--- config.mk ---
export PLATFORM = sky130hd
export DESIGN_NAME = uart_rx_ctrl
export DESIGN_NICKNAME = d
export VERILOG_FILES = /design/src/rtl/uart_rx_ctrl.sv
export SDC_FILE = /design/constraint.sdc
export NUM_CORES = 1
export LEC_CHECK = 0
export CORE_AREA = 2 2 111 86
export CTS_CLUSTER_DIAMETER = 40
export CTS_CLUSTER_SIZE = 24
export DETAILED_ROUTE_END_ITERATION = 10
export DIE_AREA = 0 0 113 88
export DONT_BUFFER_PORTS = 1
export PLACE_DENSITY = 0.83
export SLEW_MARGIN = 15
export SYNTH_ARGS = -nofsm -noshare
export SYNTH_HDL_FRONTEND = slang
export SYNTH_SLANG_ARGS = --single-unit
export TNS_END_PERCENT = 50
--- constraint.sdc ---
create_clock -name low_peri_clk -period 9 [get_ports low_peri_clk]
set_clock_uncertainty 0.1 [all_clocks]
set_input_delay 1.8 -clock low_peri_clk [delete_from_list [all_inputs] [get_ports low_peri_clk]]
set_output_delay 1.8 -clock low_peri_clk [all_outputs]
set_load 0.03 [all_outputs]
--- src/rtl/uart_rx_ctrl.sv ---
// UART receiver: 2-flop line synchronizer, mid-bit sampling frame decoder (8 data bits,
// optional parity, one stop bit) and a show-ahead receive FIFO with valid/ready pop.
module uart_rx_ctrl #(
  parameter int FIFO_DEPTH = 8
) (
  input  logic                          low_peri_clk,
  input  logic                          low_peri_rst_n,
  input  logic                          uart_rx,
  input  logic [15:0]                   baud_div,
  input  logic                          parity_en,
  input  logic                          parity_odd,
  output logic [7:0]                    rx_data,
  output logic                          rx_valid,
  input  logic                          rx_ready,
  output logic                          frame_err,
  output logic                          parity_err,
  output logic                          overrun,
  output logic [$clog2(FIFO_DEPTH):0]   fifo_cnt
);

  localparam int AW = $clog2(FIFO_DEPTH);
  localparam logic [AW:0] FULL_CNT = (AW+1)'(FIFO_DEPTH);
  localparam logic [AW:0] CNT_ONE  = (AW+1)'(1);
  localparam logic [AW-1:0] PTR_ONE = AW'(1);

  typedef enum logic [2:0] {IDLE, START, DATA, PARITY, STOP, WAIT_HIGH} state_t;

  state_t        state, state_nxt;
  logic          rx_sync_p0, rxs;
  logic [15:0]   baud_eff, cnt;
  logic          cnt_zero;
  logic [2:0]    bit_idx;
  logic [7:0]    shreg;
  logic          par_bad;
  logic          load_half, load_full, shift_en, par_chk, clr_idx;
  logic          push, fe_set, pe_set;
  logic [7:0]    mem [FIFO_DEPTH];
  logic [AW-1:0] wr_ptr, rd_ptr;
  logic          full, pop, wr_en;

  assign baud_eff = (baud_div < 16'd3) ? 16'd3 : baud_div;
  assign cnt_zero = (cnt == 16'd0);

  // Synchronizer: both stages reset to the idle (high) line level
  always_ff @(posedge low_peri_clk or negedge low_peri_rst_n) begin
    if (!low_peri_rst_n) begin
      rx_sync_p0 <= 1'b1;
      rxs        <= 1'b1;
    end else begin
      rx_sync_p0 <= uart_rx;
      rxs        <= rx_sync_p0;
    end
  end

  always_ff @(posedge low_peri_clk or negedge low_peri_rst_n) begin
    if (!low_peri_rst_n) state <= IDLE;
    else                 state <= state_nxt;
  end

  always_comb begin
    state_nxt = state;
    case (state)
      IDLE:      if (!rxs) state_nxt = START;
      START:     if (cnt_zero) state_nxt = rxs ? IDLE : DATA;
      DATA:      if (cnt_zero && bit_idx == 3'd7) state_nxt = parity_en ? PARITY : STOP;
      PARITY:    if (cnt_zero) state_nxt = STOP;
      STOP:      if (cnt_zero) state_nxt = rxs ? IDLE : WAIT_HIGH;
      WAIT_HIGH: if (rxs) state_nxt = IDLE;
      default:   state_nxt = IDLE;
    endcase
  end

  // A frame error takes precedence over a recorded parity mismatch
  always_comb begin
    load_half = 1'b0;
    load_full = 1'b0;
    shift_en  = 1'b0;
    par_chk   = 1'b0;
    clr_idx   = 1'b0;
    push      = 1'b0;
    fe_set    = 1'b0;
    pe_set    = 1'b0;
    case (state)
      IDLE:   load_half = !rxs;
      START:  if (cnt_zero && !rxs) begin
                load_full = 1'b1;
                clr_idx   = 1'b1;
              end
      DATA:   if (cnt_zero) begin
                shift_en  = 1'b1;
                load_full = 1'b1;
              end
      PARITY: if (cnt_zero) begin
                par_chk   = 1'b1;
                load_full = 1'b1;
              end
      STOP:   if (cnt_zero) begin
                if (!rxs)        fe_set = 1'b1;
                else if (par_bad) pe_set = 1'b1;
                else             push   = 1'b1;
              end
      default: ;
    endcase
  end

  always_ff @(posedge low_peri_clk or negedge low_peri_rst_n) begin
    if (!low_peri_rst_n) begin
      cnt     <= 16'd0;
      bit_idx <= 3'd0;
      par_bad <= 1'b0;
    end else begin
      if (load_half)      cnt <= baud_eff >> 1;
      else if (load_full) cnt <= baud_eff;
      else if (!cnt_zero) cnt <= cnt - 16'd1;
      if (clr_idx) begin
        bit_idx <= 3'd0;
        par_bad <= 1'b0;
      end else if (shift_en) begin
        bit_idx <= bit_idx + 3'd1;
      end
      if (par_chk) par_bad <= rxs ^ (^shreg) ^ parity_odd;
    end
  end

  always_ff @(posedge low_peri_clk) begin
    if (shift_en) shreg <= {rxs, shreg[7:1]};
  end

  // Receive FIFO: a pop frees the head slot, so a push into a full FIFO is kept when popping
  assign full     = (fifo_cnt == FULL_CNT);
  assign rx_valid = (fifo_cnt != '0);
  assign pop      = rx_valid & rx_ready;
  assign wr_en    = push & (!full | pop);
  assign rx_data  = rx_valid ? mem[rd_ptr] : 8'h00;

  always_ff @(posedge low_peri_clk) begin
    if (wr_en) mem[wr_ptr] <= shreg;
  end

  always_ff @(posedge low_peri_clk or negedge low_peri_rst_n) begin
    if (!low_peri_rst_n) begin
      wr_ptr     <= '0;
      rd_ptr     <= '0;
      fifo_cnt   <= '0;
      frame_err  <= 1'b0;
      parity_err <= 1'b0;
      overrun    <= 1'b0;
    end else begin
      if (wr_en) wr_ptr <= wr_ptr + PTR_ONE;
      if (pop)   rd_ptr <= rd_ptr + PTR_ONE;
      case ({wr_en, pop})
        2'b10:   fifo_cnt <= fifo_cnt + CNT_ONE;
        2'b01:   fifo_cnt <= fifo_cnt - CNT_ONE;
        default: ;
      endcase
      frame_err  <= fe_set;
      parity_err <= pe_set;
      overrun    <= push & full & !pop;
    end
  end

endmodule

Word level (Yosys, flattened, before mapping)
Memories as Yosys holds them, arrays and structs flattened. Index checks and enable logic that the tools add are counted.

Register bits: 46. Word-level logic and storage cells: 98. Output and inout port bits: 16. Memory bits (writable): 64. Memories: 1.

Eq/ne operators: 16. $add $sub $neg: 6. $lt $le $gt $ge: 1. Bitwise gates (word level): 7. Reductions and logical operators: 14. Muxes and demuxes: 40.

Memories: mem (words 8, bits a word 8, rd ports 1, clocked after Yosys merged registers in 0, wr ports 1, line 37) `logic [7:0] mem [FIFO_DEPTH];`.

Operators with widths (count): $mux W16 (4); $mux W3 (10); $mux W1 (21); $pmux W3 S6 (1); $logic_not A16 Y1 (1); $lt A16 B2 Y1 const B (1); $sub A16 B1 Y16 const B (1); $ne A2 B2 Y1 const B (6); $add A3 B1 Y3 const B (3); $eq A3 B3 Y1 const B (3); $mux W8 (1); $pmux W4 S2 (1); $reduce_xor A8 Y1 (1); $eq A3 B2 Y1 const B (2); $reduce_and A6 Y1 (1); $reduce_bool A2 Y1 (3); $add A4 B1 Y4 const B (1); $and A1 B1 Y1 (4); $eq A4 B4 Y1 const B (1); $reduce_bool A4 Y1 (1); $sub A4 B1 Y4 const B (1); $eq A3 B1 Y1 const B (1); $logic_not A1 Y1 (3); $logic_not A3 Y1 (1); 9 further kinds (11).

Longest topological paths before layout
Gate-level depths: netlist (run 1).

Word-level depth: 7. Gate-level depth with buffers: 13. Depth with buffers taken out: 12.

Worst setup path before layout (run 1)
Ideal clock, no wire load.

Path type: input to register. Start point: in rx_ready. End point: mem mem[0][0], enable pin. Data required time: 8.505 ns. Arrival time: 3.368 ns. Stages on the path: 4. Path buffers: 1. Path slack: 5.138 ns. Setup time: 0.395 ns. Cell sequence: and3b_2 -> or4_4 -> buf_6 -> nor4_1.

Longest elaborated chain between the ends: 5.

Ends and longest elaborated chain: start: declaration (line 14) `input logic rx_ready,`; $and A1 B1 Y1 (line 132) `assign pop = rx_valid & rx_ready;`; $or A1 B1 Y1 (line 133) `assign wr_en = push & (!full | pop);`; $and A1 B1 Y1 (line 133); $mux W1 (line 137) `if (wr_en) mem[wr_ptr] <= shreg;`; $mux W1 (not written as such) (line 137); end: declaration (line 37).

Every way passes these cells.

Worst setup path after layout (run 1)
Start point: reg fifo_cnt[1]. End point: out rx_valid.

Longest elaborated chain between the ends: 1.

Ends and longest elaborated chain: start: declaration (line 18) `output logic [$clog2(FIFO_DEPTH):0] fifo_cnt`; start signal: assignment (line 152) `2'b10: fifo_cnt <= fifo_cnt + CNT_ONE;`; start signal: assignment (line 153) `2'b01: fifo_cnt <= fifo_cnt - CNT_ONE;`; $reduce_bool A4 Y1 (line 131) `assign rx_valid = (fifo_cnt != '0);`; end: declaration (line 13) `output logic rx_valid,`.

Every way passes these cells.

==> impl_results.html, run 1 <==
<table>
<tr><th>Metric</th><th>Value</th></tr>
<tr><th colspan="2">Synthesis</th></tr>
<tr><td>Xor and xnor area share after synthesis</td><td>0.0406</td></tr>
<tr><td>Top cell types by occurrence after synthesis</td><td>sky130_fd_sc_hd__edfxtp_1 (72), sky130_fd_sc_hd__nor2_1 (41), sky130_fd_sc_hd__dfrtp_1 (36)</td></tr>
<tr><td>Dominant combinational cell family by area after synthesis</td><td>simple AND/OR/NAND/NOR gates</td></tr>
<tr><td>Post-synthesis compound-gate area fraction</td><td>0.0658</td></tr>
<tr><td>Area fraction of the dominant cell type after synthesis</td><td>0.418</td></tr>
<tr><td>Synthesized flop and latch total</td><td>110</td></tr>
<tr><td>Multiplexer fraction of the synthesized cell area</td><td>0.106</td></tr>
<tr><td>Synthesized netlist cell count</td><td>approximately 390</td></tr>
<tr><td>Synthesized area per cell</td><td>13.3 sq um</td></tr>
<tr><td>Simple-gate portion of the synthesized area</td><td>0.142</td></tr>
<tr><td>Top area cells in the synthesized netlist</td><td>sky130_fd_sc_hd__edfxtp_1 (42%), sky130_fd_sc_hd__dfrtp_1 (17%), sky130_fd_sc_hd__mux4_2 (7.0%)</td></tr>
<tr><td>Syn Nets</td><td>417</td></tr>
<tr><td>Fraction of registers with async set or reset after synthesis</td><td>0.345</td></tr>
<tr><td>Combined area of all synthesized cells</td><td>5170 sq um</td></tr>
<tr><td>Yosys warnings</td><td>0</td></tr>
<tr><td>Leading cell type by number of instances after synthesis</td><td>sky130_fd_sc_hd__edfxtp_1</td></tr>
<tr><td>Count of distinct cell types in the synthesized netlist</td><td>58</td></tr>
<tr><td>Most instantiated flip-flop cell in the synthesis netlist</td><td>sky130_fd_sc_hd__edfxtp_1</td></tr>
<tr><td>Part of the Yosys area used for sequential elements</td><td>0.602</td></tr>
<tr><td>Count of flip-flops with a built-in enable after synthesis</td><td>72</td></tr>
<tr><td>Dominant cell type by area after synthesis</td><td>sky130_fd_sc_hd__edfxtp_1</td></tr>
<tr><td>Adder and majority cell fraction of the synthesized area</td><td>0.0145</td></tr>
<tr><th colspan="2">Global route</th></tr>
<tr><td>Global Route Usage Sum</td><td>0.231</td></tr>
<tr><td>Remaining global-route overflow</td><td>0</td></tr>
<tr><td>Largest net degree at the start of global routing</td><td>39</td></tr>
<tr><td>Wire length of the first global-routing pass</td><td>between 15 and 20 mm</td></tr>
<tr><td>Via count of the first global-routing pass</td><td>between 3k and 4k</td></tr>
<tr><td>Initial antenna violation count</td><td>0</td></tr>
<tr><th colspan="2">Pwr</th></tr>
<tr><td>Total power density per cell area</td><td>about 280 nW/um^2</td></tr>
<tr><td>Portion of total power attributed to combinational logic</td><td>0.268</td></tr>
<tr><td>Switching Fraction</td><td>0.367</td></tr>
<tr><td>Leak pwr</td><td>1.94 nW</td></tr>
<tr><td>Internal power</td><td>0.974 mW</td></tr>
<tr><td>Final Total Pwr</td><td>about 1.5 mW</td></tr>
<tr><td>Net switching power</td><td>0.566 mW</td></tr>
<tr><td>Part of the total power dissipated in sequential elements</td><td>0.477</td></tr>
<tr><td>Max IR drop VDD</td><td>106 uV</td></tr>
<tr><td>Part of the total power dissipated in the clock network</td><td>0.255</td></tr>
<tr><th colspan="2">Drt</th></tr>
<tr><td>Via count</td><td>3,273</td></tr>
<tr><td>Number of design rule violations left after detail routing</td><td>2</td></tr>
<tr><td>DR pass1 iterations</td><td>7</td></tr>
<tr><td>Drt total wl</td><td>between 10 and 15 mm</td></tr>
<tr><td>Wire length per cell after detailed routing</td><td>21.4 microns</td></tr>
<tr><td>Drt first-iter violations</td><td>371</td></tr>
<tr><td>Final antenna-violating net count</td><td>0</td></tr>
<tr><td>Average via count per standard cell</td><td>between 6 and 7</td></tr>
<tr><th colspan="2">Run status</th></tr>
<tr><td>Status</td><td>finished with violations</td></tr>
<tr><td>Violations in the final reports</td><td>design-rule violations</td></tr>
<tr><th colspan="2">Floorplan</th></tr>
<tr><td>Height of the die</td><td>roughly 90 microns</td></tr>
<tr><td>Die width</td><td>113 microns</td></tr>
<tr><td>Die Area</td><td>9940 sq um</td></tr>
<tr><td>Number of rows created at floorplan</td><td>30</td></tr>
<tr><td>Placeable core region</td><td>8860 sq um</td></tr>
<tr><td>Count of boundary I/O pins</td><td>38</td></tr>
<tr><td>Initial Util</td><td>0.584</td></tr>
<tr><th colspan="2">Clock network</th></tr>
<tr><td>Largest buffer count on any clock path</td><td>2</td></tr>
<tr><td>Post-CTS Setup Inserts</td><td>0</td></tr>
<tr><td>Clock Pin Slew Worst Setup and Hold Paths</td><td>0.08 ns</td></tr>
<tr><td>Number of buffers added by the clock tree synthesis step</td><td>9</td></tr>
<tr><td>Resize count post-CTS</td><td>0</td></tr>
<tr><td>H-tree levels</td><td>3</td></tr>
<tr><td>Clock sink total</td><td>110</td></tr>
<tr><td>Clk Latency, worst-skew pair</td><td>between 0.3 and 0.4 ns</td></tr>
<tr><td>Clock tree from TritonCTS</td><td>done</td></tr>
<tr><td>Hold_buf cts</td><td>0</td></tr>
<tr><td>Clock root buffer</td><td>sky130_fd_sc_hd__clkbuf_16</td></tr>
<tr><th colspan="2">STA</th></tr>
<tr><td>Shortest clock period the worst path allows after layout</td><td>approximately 4.3 ns</td></tr>
<tr><td>Final hold violation count</td><td>0</td></tr>
<tr><td>Achievable frequency</td><td>0.234 GHz</td></tr>
<tr><td>Number of max-slew violations in the final report</td><td>0</td></tr>
<tr><td>Slew Limit Headroom</td><td>0.262</td></tr>
<tr><td>Setup violators final</td><td>0</td></tr>
<tr><td>Slew at the pin with the worst max-slew slack</td><td>~1.1 ns</td></tr>
<tr><td>Post-route fraction of the period consumed by the critical path</td><td>0.475</td></tr>
<tr><td>Total Negative Setup Slacks</td><td>0 ns</td></tr>
<tr><td>Setup repair after global routing missed its margin</td><td>false</td></tr>
<tr><td>WHS</td><td>0.254 ns</td></tr>
<tr><th colspan="2">Setup path</th></tr>
<tr><td>Reg-to-reg slack, setup</td><td>5.31 ns</td></tr>
<tr><td>Delay of the slowest critical-path stage</td><td>1.00 ns</td></tr>
<tr><td>Maximum net fanout on the critical path</td><td>9</td></tr>
<tr><td>Critical path required time</td><td>7.10 ns</td></tr>
<tr><td>Crit path buf inv count</td><td>1</td></tr>
<tr><td>Nature of the critical path endpoint</td><td>output pin</td></tr>
<tr><td>Capturing point of the worst reg2reg path</td><td>fifo_cnt[2]$_DFFE_PN0P_</td></tr>
<tr><td>Cell chain of the critical path</td><td>nor4_2 &gt; inv_1</td></tr>
<tr><td>Cell count of the worst reg-to-reg path</td><td>10</td></tr>
<tr><td>Beginning of the worst register-to-register path</td><td>fifo_cnt[1]$_DFFE_PN0P_</td></tr>
<tr><td>Kind of critical path</td><td>reg -&gt; out</td></tr>
<tr><td>Slowest stage cell, crit path</td><td>sky130_fd_sc_hd__nor4_2</td></tr>
<tr><td>Element type at the critical path start</td><td>flip-flop</td></tr>
<tr><td>Cell type group with the largest total delay on the critical path</td><td>simple AND/OR/NAND/NOR gates</td></tr>
<tr><td>Path length in cells of the critical path</td><td>2</td></tr>
<tr><td>Arrival time of data at the critical path endpoint</td><td>2.38 ns</td></tr>
<tr><th colspan="2">Final layout</th></tr>
<tr><td>Final-stage net count</td><td>415</td></tr>
<tr><td>Inserted Diodes</td><td>0</td></tr>
<tr><td>Design area</td><td>5550 sq um</td></tr>
<tr><td>Fraction of final layout cells with drive strength greater than 1</td><td>0.161</td></tr>
<tr><td>Filler cells</td><td>630</td></tr>
<tr><td>Layout Area Growth over Synthesis</td><td>7.38%</td></tr>
<tr><td>Post-layout utilization of the core</td><td>0.627</td></tr>
<tr><th colspan="2">Worst hold path</th></tr>
<tr><td>Worst hold path depth</td><td>0</td></tr>
<tr><td>Sink of the worst hold path</td><td>rxs$_DFF_PN1_</td></tr>
<tr><td>Start point of the worst min-delay path</td><td>rx_sync_p0$_DFF_PN1_</td></tr>
<tr><td>Worst min-delay path category</td><td>reg -&gt; reg</td></tr>
<tr><th colspan="2">Flow run</th></tr>
<tr><td>MaxCap Viol Count</td><td>0</td></tr>
<tr><th colspan="2">Placed design</th></tr>
<tr><td>Weighted congestion at the end of routability-driven global placement</td><td>0.914</td></tr>
<tr><td>Post-Place Cell Area</td><td>5250 sq um</td></tr>
<tr><td>Number of input and output port buffers inserted</td><td>0</td></tr>
<tr><td>Dpl hpwl</td><td>7.32 mm</td></tr>
</table>
flip-flops by register name, summed over array words and instances, names as in the netlist:
signal      count
mem            64
cnt            16
shreg           8
fifo_cnt        4
bit_idx         3
rd_ptr          3
state           3
wr_ptr          3
frame_err       1
overrun         1
par_bad         1
parity_err      1
rx_sync_p0      1
rxs             1
cells by family after synthesis:
family,after synthesis
buffers and inverters,27
AO/OA/AOI/OAI,56
flip-flops,110
adder cells (fa/ha/maj),6
multiplexers,34
AND/OR/NAND/NOR,132
XOR/XNOR,24
power by group through the flow:
stage,Clock (mW),Combinational (mW),Sequential (mW)
after floorplan,0,0.422,0.665
after global placement,0,0.393,0.739
after detailed placement,0,0.409,0.742
after CTS,0.396,0.412,0.734
after global routing,0.419,0.449,0.749
final,0.393,0.412,0.735
cells in the final DEF, fill, tap and decap left out, drive strengths merged, types with 6 or more instances in the layout:
cell / synthesis / layout
a21oi: 24 / 24
clkbuf: 12 / 9
dfrtp: 36 / 36
edfxtp: 72 / 72
ha: 6 / 6
inv: 9 / 13
mux2i: 13 / 13
mux4: 16 / 16
nand2: 26 / 26
nand3: 8 / 8
nor2: 41 / 41
nor3: 15 / 15
nor4: 11 / 11
o21ai: 9 / 9
o31ai: 6 / 6
xnor2: 18 / 18
xor2: 6 / 6
worst max path at each step:
stage / end / slack, ns / from
floorplan: mem[0][0]$_DFFE_PP_ / 5.14 / rx_ready
global placement: mem[3][6]$_DFFE_PP_ / 4.94 / rx_ready
detailed placement: rx_data[2] / 5.05 / rd_ptr[0]$_DFFE_PN0P_
CTS: rx_data[2] / 4.62 / rd_ptr[0]$_DFFE_PN0P_
global route: rx_valid / 4.58 / fifo_cnt[1]$_DFFE_PN0P_
finish: rx_valid / 4.72 / fifo_cnt[1]$_DFFE_PN0P_
per-stage QoR:
step	setup slack [ns]	instances
after global routing	4.58	504
after global placement	4.94	488
after CTS	4.62	504
after detailed placement	5.05	488
final	4.72	504
after floorplan	5.14	389
final cells by class:
cell class	instances	area, sq um	area share
clock inverter	7	77.6	0.0140
inverter	9	33.8	0.00608
timing repair buffer	5	37.5	0.00676
clock buffer	9	225	0.0406
multi-input combinational	252	1920	0.346
tap	112	140	0.0252
sequential	110	3120	0.561
per-layer routing:
layer  up-vias  GRT usage  routed length [microns]
met4         0     0.0676                      220
met2       132      0.366                     5110
met3        23     0.0581                      720
met1      1657      0.323                     4730
li1       1461          -                        -
met5         -          0                        0
(Power assumes the default switching activity.)
==> run 2, diff against run 1 <==
CORE_AREA = 2 2 113 88   (was 2 2 111 86)
DIE_AREA = 0 0 115 90   (was 0 0 113 88)
clock period = 3.9 ns   (was 9 ns; I/O delays follow)
==> run 2 against run 1 <==
  * The flow now finishes without violations
  * Sequential power increased by 120%
  * Final cell count rose by 1.4%
  * Global-route usage fell by 0.97 points
  * Sequential share of layout area decreased by 0.31 points
  * Power up 130%
  * First-iteration DRC count up 1.6%
  * Routed wire length grew 2.2%
  * Count of clock-buffer cells in the layout rose by 1
  * Design area grew 0.52%
  * Register-to-register slack lost 4.6 ns
  * Critical endpoint is now mem[4][4]$_DFFE_PP_
==> impl_results.html, run 2 (synthesis gave the netlist of run 1 again) <==
<table>
<tr><th>Metric</th><th>Value</th></tr>
<tr><th colspan="2">Placed design</th></tr>
<tr><td>Number of input and output port buffers inserted</td><td>0</td></tr>
<tr><td>Dpl hpwl</td><td>roughly 7.4 mm</td></tr>
<tr><td>Weighted congestion at the end of routability-driven global placement</td><td>~0.86</td></tr>
<tr><td>Placed cells</td><td>495</td></tr>
<tr><td>Setup Slack @ Placement</td><td>0.744 ns</td></tr>
<tr><th colspan="2">STA</th></tr>
<tr><td>Slew Limit Headroom</td><td>0.331</td></tr>
<tr><td>Setup repair after global routing missed its margin</td><td>false</td></tr>
<tr><td>WHS</td><td>0.0174 ns</td></tr>
<tr><td>Slew at the pin with the worst max-slew slack</td><td>1.00 ns</td></tr>
<tr><td>Final hold violation count</td><td>0</td></tr>
<tr><td>Post-route fraction of the period consumed by the critical path</td><td>0.824</td></tr>
<tr><td>Setup violators final</td><td>0</td></tr>
<tr><td>Number of max-slew violations in the final report</td><td>0</td></tr>
<tr><td>Achievable frequency</td><td>0.311 GHz</td></tr>
<tr><td>Total Negative Setup Slacks</td><td>0 ns</td></tr>
<tr><td>Shortest clock period the worst path allows after layout</td><td>3.21 ns</td></tr>
<tr><td>PnR worst setup slack</td><td>0.688 ns</td></tr>
<tr><th colspan="2">Global route</th></tr>
<tr><td>Remaining global-route overflow</td><td>0</td></tr>
<tr><td>Global Route Usage Sum</td><td>0.221</td></tr>
<tr><td>Wire length of the first global-routing pass</td><td>17.6 mm</td></tr>
<tr><td>Via count of the first global-routing pass</td><td>between 3k and 4k</td></tr>
<tr><td>Initial antenna violation count</td><td>0</td></tr>
<tr><td>Largest net degree at the start of global routing</td><td>39</td></tr>
<tr><th colspan="2">Clock network</th></tr>
<tr><td>Clock Pin Slew Worst Setup and Hold Paths</td><td>0.08 ns</td></tr>
<tr><td>Clk Latency, worst-skew pair</td><td>0.35 ns</td></tr>
<tr><td>H-tree levels</td><td>3</td></tr>
<tr><td>Number of buffers added by the clock tree synthesis step</td><td>9</td></tr>
<tr><td>Clock root buffer</td><td>sky130_fd_sc_hd__clkbuf_16</td></tr>
<tr><td>Resize count post-CTS</td><td>0</td></tr>
<tr><td>Clock sink total</td><td>110</td></tr>
<tr><td>Clock tree from TritonCTS</td><td>done</td></tr>
<tr><td>Hold_buf cts</td><td>0</td></tr>
<tr><td>Post-CTS Setup Inserts</td><td>0</td></tr>
<tr><td>Largest buffer count on any clock path</td><td>2</td></tr>
<tr><th colspan="2">Pwr</th></tr>
<tr><td>Total power density per cell area</td><td>646 nW/um^2</td></tr>
<tr><td>Internal power</td><td>about 2.3 mW</td></tr>
<tr><td>Part of the total power dissipated in the clock network</td><td>0.259</td></tr>
<tr><td>Part of the total power dissipated in sequential elements</td><td>0.457</td></tr>
<tr><td>Portion of total power attributed to combinational logic</td><td>0.284</td></tr>
<tr><td>Switching Fraction</td><td>0.358</td></tr>
<tr><td>Leak pwr</td><td>between 1.5 and 2 nW</td></tr>
<tr><td>Net switching power</td><td>about 1.3 mW</td></tr>
<tr><td>Max IR drop VDD</td><td>297 uV</td></tr>
<tr><th colspan="2">Floorplan</th></tr>
<tr><td>Placeable core region</td><td>9310 sq um</td></tr>
<tr><td>Number of rows created at floorplan</td><td>31</td></tr>
<tr><td>Die Area</td><td>10,400 sq um</td></tr>
<tr><td>Count of boundary I/O pins</td><td>38</td></tr>
<tr><td>Height of the die</td><td>90 microns</td></tr>
<tr><td>Initial Util</td><td>0.556</td></tr>
<tr><td>Die width</td><td>115 microns</td></tr>
<tr><th colspan="2">Drt</th></tr>
<tr><td>Average via count per standard cell</td><td>between 6 and 7</td></tr>
<tr><td>Drt total wl</td><td>~11 mm</td></tr>
<tr><td>Drt first-iter violations</td><td>377</td></tr>
<tr><td>Via count</td><td>roughly 3.4k</td></tr>
<tr><td>Wire length per cell after detailed routing</td><td>21.6 microns</td></tr>
<tr><td>Number of design rule violations left after detail routing</td><td>0</td></tr>
<tr><td>Final antenna-violating net count</td><td>0</td></tr>
<tr><td>DR pass1 iterations</td><td>5</td></tr>
<tr><th colspan="2">Final layout</th></tr>
<tr><td>Register with the most flip-flops</td><td>mem</td></tr>
<tr><td>Fraction of final layout cells with drive strength greater than 1</td><td>0.159</td></tr>
<tr><td>Register cell area after layout</td><td>3120 sq um</td></tr>
<tr><td>Post-layout utilization of the core</td><td>0.600</td></tr>
<tr><td>Final-stage net count</td><td>419</td></tr>
<tr><td>Most common cell after layout, fill and taps aside</td><td>sky130_fd_sc_hd__edfxtp_1</td></tr>
<tr><td>Multi-input gate area</td><td>approximately 1900 sq um</td></tr>
<tr><td>Max FFs per register</td><td>64</td></tr>
<tr><td>Top flop regs</td><td>mem x64, cnt x16, shreg x8</td></tr>
<tr><td>Filler cells</td><td>a little under 700</td></tr>
<tr><td>Layout Area Growth over Synthesis</td><td>7.94%</td></tr>
<tr><td>Inserted Diodes</td><td>0</td></tr>
<tr><td>Non-filler instance count after layout</td><td>511</td></tr>
<tr><td>Top library cells by usage in the layout, fill and taps aside</td><td>sky130_fd_sc_hd__edfxtp_1 (72), sky130_fd_sc_hd__nor2_1 (41), sky130_fd_sc_hd__dfrtp_1 (36), sky130_fd_sc_hd__nand2_1 (26), sky130_fd_sc_hd__a21oi_1 (24)</td></tr>
<tr><th colspan="2">Setup path</th></tr>
<tr><td>Nature of the critical path endpoint</td><td>flip-flop</td></tr>
<tr><td>Maximum net fanout on the critical path</td><td>9</td></tr>
<tr><td>Arrival time of data at the critical path endpoint</td><td>a little over 3 ns</td></tr>
<tr><td>Kind of critical path</td><td>reg -&gt; reg</td></tr>
<tr><td>Critical path required time</td><td>3.77 ns</td></tr>
<tr><td>Element type at the critical path start</td><td>flip-flop</td></tr>
<tr><th colspan="2">Worst hold path</th></tr>
<tr><td>Worst min-delay path category</td><td>in -&gt; async</td></tr>
<tr><th colspan="2">Flow run</th></tr>
<tr><td>MaxCap Viol Count</td><td>0</td></tr>
<tr><th colspan="2">Run status</th></tr>
<tr><td>Status</td><td>finished clean</td></tr>
</table>
[run 2: layer usage]
metal	share of wire	vias up	track usage
met5	0	-	0
met2	0.47	200	0.329
met4	0.015	0	0.0552
li1	-	1471	-
met3	0.090	22	0.0573
met1	0.43	1698	0.327
[run 2: per-stage QoR]
step	total power [mW]	area [sq um]
final	3.60	5580
after detailed placement	2.67	5270
after global routing	3.78	5580
after CTS	3.60	5580
after global placement	2.62	5270
after floorplan	2.51	5170
[run 2: area by class of cell]
type | count | area share
sequential | 110 | 0.558
multi-input combinational | 252 | 0.343
clock buffer | 10 | 0.0410
tap | 115 | 0.0258
clock inverter | 6 | 0.0143
timing repair buffer | 9 | 0.0121
inverter | 9 | 0.00605
[run 2: final timing paths]
kind / startpoint / to / slack, ns / cells after the start
max: cnt[2]$_DFFE_PN0P_ / mem[4][4]$_DFFE_PP_ / 0.69 / 5
min: low_peri_rst_n / parity_err$_DFF_PN0_ / 0.02 / 0
max reg2reg: cnt[2]$_DFFE_PN0P_ / mem[4][4]$_DFFE_PP_ / 0.69 / 5
min reg2reg: rx_sync_p0$_DFF_PN1_ / rxs$_DFF_PN1_ / 0.26 / 0
max in group asynchronous: low_peri_rst_n / rxs$_DFF_PN1_ / 3.48 / 0
min in group low_peri_clk: rx_sync_p0$_DFF_PN1_ / rxs$_DFF_PN1_ / 0.26 / 0
[run 2: critical path, cell delays in order (launching register included)]
cell	delay [ns]
sky130_fd_sc_hd__dfrtp_1	0.45
sky130_fd_sc_hd__nor4_4	0.58
sky130_fd_sc_hd__nand4_4	0.21
sky130_fd_sc_hd__or4_4	0.62
sky130_fd_sc_hd__or2_4	0.28
sky130_fd_sc_hd__nor3_2	0.59
[run 2: power by group through the flow]
stage	clock [mW]	sequential, mW	combinational (mW)
final	0.932	1.65	1.02
after global routing	0.978	1.68	1.12
after CTS	0.936	1.64	1.03
after detailed placement	0	1.66	1.02
after global placement	0	1.65	0.975
after floorplan	0	1.54	0.973
==> run 3, diff against run 2 <==
clock period = 2.8 ns   (was 3.9 ns; I/O delays follow)
==> run 3 against run 2 <==
  * Die area is the same
  * Critical path type unchanged
  * Critical path depth grew 7
  * Largest power group unchanged
  * Power grew 48%
  * Non-clock buffer count grew 27
  * First-iteration DRC count grew 19%
==> impl_results.html, run 3 (synthesis gave the netlist of run 1 again) <==
<table>
<tr><th>Metric</th><th>Value</th></tr>
<tr><th colspan="2">Run status</th></tr>
<tr><td>Status</td><td>finished clean</td></tr>
<tr><th colspan="2">Clock network</th></tr>
<tr><td>Clock tree from TritonCTS</td><td>done</td></tr>
<tr><td>H-tree levels</td><td>3</td></tr>
<tr><td>Clock sink total</td><td>110</td></tr>
<tr><td>Clock root buffer</td><td>sky130_fd_sc_hd__clkbuf_16</td></tr>
<tr><td>Clock Pin Slew Worst Setup and Hold Paths</td><td>~0.07 ns</td></tr>
<tr><td>Number of buffers added by the clock tree synthesis step</td><td>9</td></tr>
<tr><td>Largest buffer count on any clock path</td><td>2</td></tr>
<tr><td>Clk Latency, worst-skew pair</td><td>0.35 ns</td></tr>
<tr><td>Post-CTS Setup Inserts</td><td>0</td></tr>
<tr><th colspan="2">Floorplan</th></tr>
<tr><td>Height of the die</td><td>~90 microns</td></tr>
<tr><td>Die width</td><td>115 microns</td></tr>
<tr><td>Die Area</td><td>slightly above 10,000 sq um</td></tr>
<tr><td>Placeable core region</td><td>approximately 9300 sq um</td></tr>
<tr><td>Count of boundary I/O pins</td><td>38</td></tr>
<tr><td>Initial Util</td><td>0.556</td></tr>
<tr><td>Number of rows created at floorplan</td><td>31</td></tr>
<tr><th colspan="2">STA</th></tr>
<tr><td>PnR worst setup slack</td><td>a little under 0.05 ns</td></tr>
<tr><td>Setup repair after global routing missed its margin</td><td>true</td></tr>
<tr><td>Slew at the pin with the worst max-slew slack</td><td>0.782 ns</td></tr>
<tr><td>Number of max-slew violations in the final report</td><td>0</td></tr>
<tr><td>Setup violators final</td><td>0</td></tr>
<tr><td>Slew Limit Headroom</td><td>0.479</td></tr>
<tr><td>Post-route fraction of the period consumed by the critical path</td><td>0.982</td></tr>
<tr><td>WHS</td><td>0.0998 ns</td></tr>
<tr><td>Final hold violation count</td><td>0</td></tr>
<tr><td>Achievable frequency</td><td>around 0.36 GHz</td></tr>
<tr><td>Shortest clock period the worst path allows after layout</td><td>2.75 ns</td></tr>
<tr><th colspan="2">Final layout</th></tr>
<tr><td>Max FFs per register</td><td>64</td></tr>
<tr><td>Top flop regs</td><td>mem x64, cnt x16, shreg x8</td></tr>
<tr><td>Top library cells by usage in the layout, fill and taps aside</td><td>sky130_fd_sc_hd__edfxtp_1 (72), sky130_fd_sc_hd__nor2_1 (40), sky130_fd_sc_hd__dfrtp_1 (36), sky130_fd_sc_hd__buf_4 (34), sky130_fd_sc_hd__nand2_1 (26)</td></tr>
<tr><td>Final-stage net count</td><td>about 450</td></tr>
<tr><td>Layout Area Growth over Synthesis</td><td>12.9%</td></tr>
<tr><td>Fraction of final layout cells with drive strength greater than 1</td><td>0.225</td></tr>
<tr><td>Register with the most flip-flops</td><td>mem</td></tr>
<tr><td>Most common cell after layout, fill and taps aside</td><td>sky130_fd_sc_hd__edfxtp_1</td></tr>
<tr><td>Inserted Diodes</td><td>0</td></tr>
<tr><th colspan="2">Worst hold path</th></tr>
<tr><td>Worst hold path depth</td><td>0</td></tr>
<tr><td>Worst min-delay path category</td><td>in -&gt; reg</td></tr>
<tr><td>Start point of the worst min-delay path</td><td>uart_rx</td></tr>
<tr><th colspan="2">Drt</th></tr>
<tr><td>Average via count per standard cell</td><td>6.55</td></tr>
<tr><td>Drt total wl</td><td>approximately 12 mm</td></tr>
<tr><td>Number of design rule violations left after detail routing</td><td>0</td></tr>
<tr><td>Via count</td><td>about 3.5k</td></tr>
<tr><td>Drt first-iter violations</td><td>450</td></tr>
<tr><td>Final antenna-violating net count</td><td>0</td></tr>
<tr><td>Wire length per cell after detailed routing</td><td>21.8 microns</td></tr>
<tr><td>DR pass1 iterations</td><td>5</td></tr>
<tr><th colspan="2">Setup path</th></tr>
<tr><td>Kind of critical path</td><td>reg -&gt; reg</td></tr>
<tr><td>Capture point of the critical path</td><td>fifo_cnt[2]$_DFFE_PN0P_</td></tr>
<tr><td>Worst setup path startpoint</td><td>cnt[0]$_DFFE_PN0P_</td></tr>
<tr><td>Element type at the critical path start</td><td>flip-flop</td></tr>
<tr><td>Nature of the critical path endpoint</td><td>flip-flop</td></tr>
<tr><td>Maximum net fanout on the critical path</td><td>5</td></tr>
<tr><td>Capturing point of the worst reg2reg path</td><td>fifo_cnt[2]$_DFFE_PN0P_</td></tr>
<tr><td>Cell count of the worst reg-to-reg path</td><td>12</td></tr>
<tr><td>Beginning of the worst register-to-register path</td><td>cnt[0]$_DFFE_PN0P_</td></tr>
<tr><td>Reg-to-reg slack, setup</td><td>~0.049 ns</td></tr>
<tr><td>Critical path required time</td><td>about 2.9 ns</td></tr>
<tr><td>Arrival time of data at the critical path endpoint</td><td>2.87 ns</td></tr>
<tr><th colspan="2">Placed design</th></tr>
<tr><td>Number of input and output port buffers inserted</td><td>0</td></tr>
<tr><td>Weighted congestion at the end of routability-driven global placement</td><td>0.931</td></tr>
<tr><td>Setup Slack @ Placement</td><td>-0.107 ns</td></tr>
<tr><td>Dpl hpwl</td><td>8.01 mm</td></tr>
<tr><th colspan="2">Global route</th></tr>
<tr><td>Largest net degree at the start of global routing</td><td>39</td></tr>
<tr><td>Initial antenna violation count</td><td>0</td></tr>
<tr><td>Remaining global-route overflow</td><td>0</td></tr>
<tr><td>Global Route Usage Sum</td><td>0.240</td></tr>
<tr><td>Via count of the first global-routing pass</td><td>3,402</td></tr>
<tr><td>Wire length of the first global-routing pass</td><td>between 15 and 20 mm</td></tr>
<tr><th colspan="2">Pwr</th></tr>
<tr><td>Leak pwr</td><td>2.11 nW</td></tr>
<tr><td>Max IR drop VDD</td><td>378 uV</td></tr>
<tr><td>Total power density per cell area</td><td>915 nW/um^2</td></tr>
<tr><th colspan="2">Flow run</th></tr>
<tr><td>MaxCap Viol Count</td><td>0</td></tr>
</table>
-- run 3: through the flow --
| stage | utilization | total power [mW] | cell area, sq um | setup TNS [ns] | instances |
|---|---|---|---|---|---|
| after floorplan | - | 3.51 | 5190 | -3.15 | 389 |
| after global placement | 0.588 | 3.91 | 5480 | 0 | 520 |
| after detailed placement | 0.588 | 3.97 | 5480 | -0.107 | 520 |
| after CTS | 0.626 | 5.33 | 5830 | 0 | 537 |
| after global routing | 0.627 | 5.58 | 5840 | -0.0729 | 537 |
| final | 0.627 | 5.34 | 5840 | 0 | 537 |
-- run 3: report_power, final --
group | internal [mW] | switching (mW) | total, mW
clock network | 0.779 | 0.554 | 1.33
logic | 0.819 | 0.932 | 1.75
registers | 1.89 | 0.368 | 2.26
-- run 3: what timing repair did --
| action | CTS | global route |
|---|---|---|
| hold endpoints to repair | 38 | 0 |
| setup endpoints to repair | 1 | 9 |
| hold buffers | 2 | 0 |
| cloned | 0 | 0 |
| gates resized for setup | 3 | 2 |
-- run 3: critical path: stages, from the launching register on --
cell,delay [ns]
sky130_fd_sc_hd__dfrtp_1,0.43
sky130_fd_sc_hd__inv_1,0.11
sky130_fd_sc_hd__ha_2,0.25
sky130_fd_sc_hd__nor3b_2,0.21
sky130_fd_sc_hd__nand4_1,0.16
sky130_fd_sc_hd__nor2_2,0.19
sky130_fd_sc_hd__nor2_1,0.08
sky130_fd_sc_hd__xor2_1,0.15
sky130_fd_sc_hd__ha_1,0.22
sky130_fd_sc_hd__or2_2,0.29
sky130_fd_sc_hd__a211oi_2,0.19
sky130_fd_sc_hd__a31oi_1,0.09
sky130_fd_sc_hd__xnor2_1,0.14
-- run 3: how the worst min path moves through the flow --
stage / end / slack, ns
final: rx_sync_p0$_DFF_PN1_ / 0.1
after global routing: rx_sync_p0$_DFF_PN1_ / 0.09
after CTS: rx_sync_p0$_DFF_PN1_ / 0.09
after detailed placement: cnt[11]$_DFFE_PN0P_ / 0.17
after global placement: cnt[11]$_DFFE_PN0P_ / 0.17
after floorplan: bit_idx[0]$_DFFE_PN0P_ / 0.16
-- run 3: routing by layer --
metal  GRT usage  up-vias  part of all wire
li1            -     1515                 -
met1       0.355     1741              0.41
met2       0.349      233              0.46
met3      0.0688       31              0.11
met4      0.0733        0             0.025
met5           0        -                 0
-- run 3: cell type report --
cell class	count	area (sq um)
Multi-Input combinational cell	252	1950
Fill cell	651	3470
Clock buffer	9	225
Timing Repair Buffer	36	285
Inverter	9	33.8
Tap cell	115	144
Clock inverter	6	86.3
Sequential cell	110	3120
